**src/rtl/picomips_io_sequencer.sv**
```systemverilog
// Operator I/O sequencer for the picoMIPS affine datapath: debounces the Go switch,
// captures two operands, launches one computation and shows both results on the LEDs.
module picomips_io_sequencer #(
    parameter int DEBOUNCE_CYCLES = 4,
    parameter int CALC_TIMEOUT    = 64
) (
    input  logic       Clock,
    input  logic       Reset,
    input  logic       Go,
    input  logic [7:0] Sw_data,
    input  logic       calc_done,
    input  logic [7:0] x2_in,
    input  logic [7:0] y2_in,
    output logic [7:0] x_data,
    output logic [7:0] y_data,
    output logic       calc_start,
    output logic [7:0] LED,
    output logic [3:0] state_o,
    output logic       error
);

    localparam logic [7:0] DB_LIMIT = 8'(DEBOUNCE_CYCLES);
    localparam logic [7:0] TO_LIMIT = 8'(CALC_TIMEOUT);

    typedef enum logic [3:0] {
        WAIT_X_HI = 4'd0,
        WAIT_X_LO = 4'd1,
        WAIT_Y_HI = 4'd2,
        WAIT_Y_LO = 4'd3,
        CALC      = 4'd4,
        SHOW_X2   = 4'd5,
        SHOW_Y2   = 4'd6
    } state_t;

    state_t     state;
    state_t     next_state;

    logic       go_meta;
    logic       go_sync;
    logic       go_db;
    logic       go_db_q;
    logic [7:0] db_count;
    logic [7:0] db_count_inc;
    logic       go_rise;
    logic       go_fall;

    logic [7:0] calc_count;
    logic [7:0] calc_count_inc;
    logic [7:0] x2_lat;
    logic [7:0] y2_lat;

    logic       capture_x;
    logic       capture_y;
    logic       accept_result;
    logic       timeout;
    logic       show_y;

    assign db_count_inc   = (db_count == 8'hFF) ? 8'hFF : db_count + 8'd1;
    assign calc_count_inc = (calc_count == 8'hFF) ? 8'hFF : calc_count + 8'd1;
    assign go_rise        = go_db & ~go_db_q;
    assign go_fall        = ~go_db & go_db_q;

    // Two-flop synchroniser, then go_db only flips after a full run of disagreeing samples
    always_ff @(posedge Clock or posedge Reset) begin
        if (Reset) begin
            go_meta  <= 1'b0;
            go_sync  <= 1'b0;
            go_db    <= 1'b0;
            go_db_q  <= 1'b0;
            db_count <= 8'd0;
        end else begin
            go_meta <= Go;
            go_sync <= go_meta;
            go_db_q <= go_db;
            if (go_sync == go_db) begin
                db_count <= 8'd0;
            end else if (db_count_inc >= DB_LIMIT) begin
                go_db    <= go_sync;
                db_count <= 8'd0;
            end else begin
                db_count <= db_count_inc;
            end
        end
    end

    always_ff @(posedge Clock or posedge Reset) begin
        if (Reset) begin
            state <= WAIT_X_HI;
        end else begin
            state <= next_state;
        end
    end

    always_comb begin
        next_state    = state;
        capture_x     = 1'b0;
        capture_y     = 1'b0;
        accept_result = 1'b0;
        timeout       = 1'b0;
        show_y        = 1'b0;
        case (state)
            WAIT_X_HI: if (go_rise) begin
                next_state = WAIT_X_LO;
                capture_x  = 1'b1;
            end
            WAIT_X_LO: if (go_fall) next_state = WAIT_Y_HI;
            WAIT_Y_HI: if (go_rise) begin
                next_state = WAIT_Y_LO;
                capture_y  = 1'b1;
            end
            WAIT_Y_LO: if (go_fall) next_state = CALC;
            // A done arriving on the terminal-count cycle still wins over the timeout
            CALC: begin
                if (calc_done) begin
                    next_state    = SHOW_X2;
                    accept_result = 1'b1;
                end else if (calc_count_inc >= TO_LIMIT) begin
                    next_state = WAIT_X_HI;
                    timeout    = 1'b1;
                end
            end
            SHOW_X2: if (go_rise) begin
                next_state = SHOW_Y2;
                show_y     = 1'b1;
            end
            SHOW_Y2: if (go_fall) next_state = WAIT_X_HI;
            default: next_state = WAIT_X_HI;
        endcase
    end

    // calc_count is zero on the first CALC cycle, which is exactly when calc_start fires
    always_ff @(posedge Clock or posedge Reset) begin
        if (Reset) begin
            calc_count <= 8'd0;
        end else if (state != CALC) begin
            calc_count <= 8'd0;
        end else begin
            calc_count <= calc_count_inc;
        end
    end

    always_ff @(posedge Clock or posedge Reset) begin
        if (Reset) begin
            x_data <= 8'd0;
            y_data <= 8'd0;
            x2_lat <= 8'd0;
            y2_lat <= 8'd0;
            LED    <= 8'd0;
            error  <= 1'b0;
        end else begin
            if (capture_x) x_data <= Sw_data;
            if (capture_y) y_data <= Sw_data;
            if (accept_result) begin
                x2_lat <= x2_in;
                y2_lat <= y2_in;
                LED    <= x2_in;
                error  <= 1'b0;
            end
            if (timeout) begin
                LED   <= 8'hFF;
                error <= 1'b1;
            end
            if (show_y) LED <= y2_lat;
        end
    end

    assign calc_start = (state == CALC) && (calc_count == 8'd0);
    assign state_o    = state;

endmodule

```
**config.mk**
```make
export PLATFORM = sky130hd
export DESIGN_NAME = picomips_io_sequencer
export DESIGN_NICKNAME = d
export VERILOG_FILES = /design/src/rtl/picomips_io_sequencer.sv
export SDC_FILE = /design/constraint.sdc
export NUM_CORES = 1
export LEC_CHECK = 0
export ABC_AREA = 1
export CAP_MARGIN = 5
export CORE_MARGIN = 8
export CORE_UTILIZATION = 53
export CTS_CLUSTER_SIZE = 14
export DETAILED_ROUTE_END_ITERATION = 7
export GPL_TIMING_DRIVEN = 1
export PLACE_DENSITY = 0.84
export REMOVE_ABC_BUFFERS = 1
export SLEW_MARGIN = 40
export SYNTH_ARGS = -nofsm -noshare
export SYNTH_HDL_FRONTEND = slang
export SYNTH_SLANG_ARGS = --single-unit
```
**constraint.sdc**
```tcl
create_clock -name Clock -period 3.2 [get_ports Clock]
set_clock_uncertainty 0.1 [all_clocks]
set_input_delay 0.32 -clock Clock [delete_from_list [all_inputs] [get_ports Clock]]
set_output_delay 0.32 -clock Clock [all_outputs]
set_load 0.005 [all_outputs]
```
# [Word level (Yosys, flattened, before mapping)]
# Index checks and enable logic that the tools add are counted.
[word_totals] input_bits=28 reg_bits=57 output_inout_bits=30 wordCells=73
[classes] muxes=28 n_eq_ne=17 n_reduce_logical=7 addsub=2 bitwise_logic=5 magnitude_cmp=2
[op_table] op="8-bit 2-to-1 mux" count=8
[op_table] op="4-bit 2-to-1 mux" count=8
[op_table] op="4-bit case mux with 7 select lines" count=1
[op_table] op="8-bit by 1-bit adder with 8-bit output, second input constant" count=2
[op_table] op="8-bit equality test, second input constant" count=2
[op_table] op="4-bit by 3-bit equality test with 1-bit output, second input constant" count=3
[op_table] op="2-bit inequality test, second input constant" count=6
[op_table] op="1-bit 2-to-1 mux" count=11
[op_table] op="4-bit by 2-bit equality test with 1-bit output, second input constant" count=2
[op_table] op="8-bit by 3-bit greater-or-equal comparator with 1-bit output, second input constant" count=1
[op_table] op="8-bit by 7-bit greater-or-equal comparator with 1-bit output, second input constant" count=1
[op_table] op="8-bit logical NOT" count=1
[op_table] op="7-bit AND reduction" count=1
[op_table] op="4-bit by 1-bit equality test with 1-bit output, second input constant" count=1
[op_table] op="4-bit logical NOT" count=1
[op_table] op="4-bit by 3-bit inequality test with 1-bit output, second input constant" count=1
[op_table] op="3-bit inequality test, second input constant" count=1
[op_table] op="1-bit NOT" count=3
[op_table] op="3-bit nonzero test" count=1
[op_table] op="1-bit AND" count=2
[op_table] op="2-bit AND reduction" count=1
[op_table] op="2-bit nonzero test" count=1
[op_table] op="1-bit equality test" count=1
[op_table] op="1-bit logical AND" count=1

# [Longest topological paths before layout]
[logic_depth] ltp_word=8 mapped_depth=11 mapped_depth_nobuf=11

# [Worst setup path after synthesis]
# OpenSTA, ideal clock, no wires.
[synth_path] kind="reg-to-reg" from="reg calc_count[0]" to="reg LED[7]" t_arrival_ns=1.279 n_path_buf=1 path_stages_with_launch=12 setup_slack_ns=1.704 setup_time_ns=0.117 cell_sequence="dfrtp_1 -> ha_1 -> nand3_2 -> nor2_2 -> nand2_1 -> nand2_2 -> nand2_2 -> nand2_4 -> buf_8 -> nand2_1 -> nand2_1 -> nand2_1"
[synth_between] elab_chain_len=8 elab_cells_between_ends=10
[synth_lines] element="start: declaration" line="47" rtl="logic [7:0] calc_count;"
[synth_lines] element="start signal: assignment" line="138" rtl="calc_count <= calc_count_inc;"
[synth_lines] element="8-bit by 1-bit adder with 8-bit output or 8-bit equality test (tied branches)" line="59" rtl="assign calc_count_inc = (calc_count == 8'hFF) ? 8'hFF : calc_count + 8'd1;"
[synth_lines] element="8-bit 2-to-1 mux (*)" line="59"
[synth_lines] element="8-bit by 7-bit greater-or-equal comparator with 1-bit output (*)" line="117" rtl="end else if (calc_count_inc >= TO_LIMIT) begin"
[synth_lines] element="1-bit 2-to-1 mux (*)" line="117"
[synth_lines] element="1-bit 2-to-1 mux (*)" line="114" rtl="if (calc_done) begin"
[synth_lines] element="1-bit 2-to-1 mux (*)" line="101" rtl="case (state)"
[synth_lines] element="8-bit 2-to-1 mux" line="159" rtl="if (timeout) begin"
[synth_lines] element="8-bit 2-to-1 mux" line="163" rtl="if (show_y) LED <= y2_lat;"
[synth_lines] element="end signal: assignment" line="156" rtl="LED <= x2_in;"
[synth_lines] element="end signal: assignment" line="163"
[synth_lines] element="end: declaration" line="17" rtl="output logic [7:0] LED,"
# Every way passes the cells marked *; elsewhere a longest branch is shown, timed or not.
# A chain may end at the register's enable or synchronous reset.

# [Worst setup path in the final report]
[layout_path] from="reg state[0] (netlist: state_o[0])" to="out calc_start"
[layout_between] elab_chain_len=2
[layout_lines] element="start: declaration" line="35" rtl="state_t state;"
[layout_lines] element="start signal: assignment" line="90" rtl="state <= next_state;"
[layout_lines] element="4-bit by 3-bit equality test with 1-bit output" line="167" rtl="assign calc_start = (state == CALC) && (calc_count == 8'd0);"
[layout_lines] element="1-bit logical AND" line="167"
[layout_lines] element="end: declaration" line="16" rtl="output logic calc_start,"
# No other way between the ends.

==> impl_metrics.ini <==
[timing]
final.period_utilization = 0.738
maxSlewHeadroom = 0.649
hold_viol_final = 0
finalSetupViolations = 0
rsz0062_at_grt = false
tightest_slew_ns = 0.525
timing.fmax_mhz = 423
min_period_ns = 2.36
drv_slew = 0
fin_setup_tns_ns = 0

[pwr]
p_per_area_mw_per_mm2 = 688
vdd_drop_max_mv = 0.461
p_leak_nw = 1.61

[placement]
dp_cells = 412
gp_congestion = 0.871
port_buffers = 56
place_hpwl_um = 3770

[synth]
yosysSeqAreaShare = 0.554
syn_avg_cell_area_um2 = 8.41
synth_seq_cells = 56
yosys.cell_types.count = 31
synthArstFlopShare = 1.00
syn_area_mm2 = 0.00253
synth_top_family_by_area = simple AND/OR/NAND/NOR gates
synth_xor_area_frac = 0.0104
synthSimpleGateAreaFrac = 0.253
synth.area.mux_share = 0
synth_fa_ha_area_frac = 0.0148
synth_compound_area_frac = 0.0821
synthFlopType = dfrtp_1
synthCells = 301
yosysWarnings = 0
synth_edf_count = 0

[clock_network]
clk_pin_slew_ns = 0.09
postCtsResizedCells = 0
cts_root_buf = clkbuf_8
numCtsBuffers = 5
post-cts-setup-buffers = 0
cts_sinks = 56
cts_tree = done
ctsHtreeMaxLevel = 2
clock_path_buffers = 2
clk_latency_ns = 0.31
hold_buffers = 0

[floorplanning]
die_h_um = 85.1
rows = 25
fp.dieW_um = 85.1
io_pins = 58
start_util = 0.543
die-area_mm2 = 0.00724
core_area_mm2 = 0.00466

[route]
wl_um = 5180
via_per_inst = 4.89
dr_total_vias = 2052
wl_per_cell_um = 12.3
drc = 0
drtIter0Drc = 162
final_antenna_net_count = 0
dr.pass1.iters = 4

[grt]
grt_max_degree = 57
grt_pass1_wl_um = 8970
grt_pass1_vias = 1980
grt_overflow_total = 0
grtUsageTotal = 0.154
antenna_found_initial = 0

[setup_path]
required_ns = 2.78
critical_path_class = reg2out
crit_family = simple AND/OR/NAND/NOR gates
critPathLaunchType = flip-flop
crit_chain = nand3b_1 -> nor2_1 -> clkdlybuf4s50_1
path_buf_inv = 1
critical_path.max_stage_delay_ns = 0.52
cp-end-kind = output port
crit_fanout = 11
arrival_ns = 1.94
cp_slowest_cell = clkdlybuf4s50_1

[layout]
fill_cells = 379
finalNonFillerCells = 420
regArea_mm2 = 0.00140
drive_above_1_share = 0.0683
num-nets-final = 396
diodes = 0
multi_input_comb_area_um2 = 937
area_delta_synth_final_pct = 28.5

[status]
status = finished, final reports clean

[job]
maxCapViolCount = 0

[min_path]
min_path_type = reg2reg
-- metrics by stage --
stage	hold WS, ns	util	power [mW]	setup slack (ns)	cell area [µm²]
6_report	0.258	0.698	2.24	0.838	3250
3_5_place_dp	0.241	0.679	1.88	1.08	3160
3_3_place_gp	0.236	0.679	1.86	1.20	3160
4_1_cts	0.264	0.698	2.26	0.840	3250
2_1_floorplan	0.231	-	1.40	1.24	2510
5_1_grt	0.268	0.698	2.41	0.688	3250
-- worst paths after layout --
path	depth (start not counted)	end	slack, ns	start
setup reg to reg	6	LED[1]	1.06	state_o[0]
min in group asynchronous	3	y_data[5]	0.27	Reset
hold / removal	0	go_sync	0.26	go_meta
hold reg to reg	0	go_sync	0.26	go_meta
setup / recovery	3	calc_start	0.84	state_o[0]
max in group asynchronous	3	LED[5]	2.50	Reset
-- synth_stat cells, types with 2 or more instances --
| library cell | instances | area, µm² |
|---|---|---|
| dfrtp_1 | 56 | 1400 |
| o21ai_0 | 28 | 140 |
| xnor2_1 | 2 | 17.5 |
| inv_2 | 3 | 11.3 |
| nand2_1 | 99 | 372 |
| nor2_4 | 2 | 22.5 |
| inv_1 | 42 | 158 |
| nor2_2 | 3 | 18.8 |
| a31oi_1 | 2 | 12.5 |
| nor2_1 | 9 | 33.8 |
| nand3_1 | 19 | 95.1 |
| a21oi_1 | 7 | 35.0 |
| nand2_2 | 4 | 25.0 |
| clkbuf_1 | 3 | 11.3 |
| buf_4 | 2 | 15.0 |
| nand4_1 | 3 | 18.8 |
| ha_1 | 3 | 37.5 |
-- state kept, by name (all words and copies together), names as in the netlist --
signal      count
y_data          8
LED             8
y2_lat          8
go_sync         1
go_db           1
go_meta         1
calc_count      8
go_db_q         1
state_o         3
db_count        8
x_data          8
error           1
-- report_power, final --
group / leakage [nW] / internal, mW / switching [mW] / total, mW
registers: 0.698 / 0.931 / 0.125 / 1.06
logic: 0.866 / 0.448 / 0.356 / 0.804
clock network: 0.0414 / 0.156 / 0.223 / 0.379
total: 1.61 / 1.53 / 0.704 / 2.24
-- kinds of logic (layout without fill, tap and decap cells) --
family,after synthesis,after routing
xor gates and xnor gates,3,3
buffers and inverters,52,111
other,1,7
adders and majority gates,3,3
DFF,56,56
and+or+nand+nor,146,146
AOI/OAI and AO/OA,40,40
-- final cells by class --
type | count | share of cell area
clock buffers | 6 | 0.0223
multi-input cells | 199 | 0.288
inverters | 45 | 0.0519
repair buffers | 58 | 0.181
well taps | 54 | 0.0208
clock inverters | 2 | 0.00500
flip-flops and latches | 56 | 0.431
-- placed cells by master (no fill, tap or decap), types with 2 or more instances in the layout --
master,synthesis,layout
inv_1,42,41
inv_2,3,4
nand3_1,19,19
nand2_1,99,99
nand4_1,3,3
clkbuf_8,0,5
ha_1,3,3
xnor2_1,2,2
a21oi_1,7,7
nor2_1,9,9
nor2_4,2,2
nor2_2,3,3
conb_1,1,7
nand2_2,4,4
clkdlybuf4s50_1,0,56
a31oi_1,2,2
o21ai_0,28,28
dfrtp_1,56,56
-- metal layers --
layer  track usage  share of wire  vias up
met5             0              0        -
met3        0.0415          0.039        5
met4        0.0583          0.015        0
li1              -              -     1052
met1         0.189           0.45      948
met2         0.251           0.50       47
Note: power is estimated with default switching activity, not from simulation.
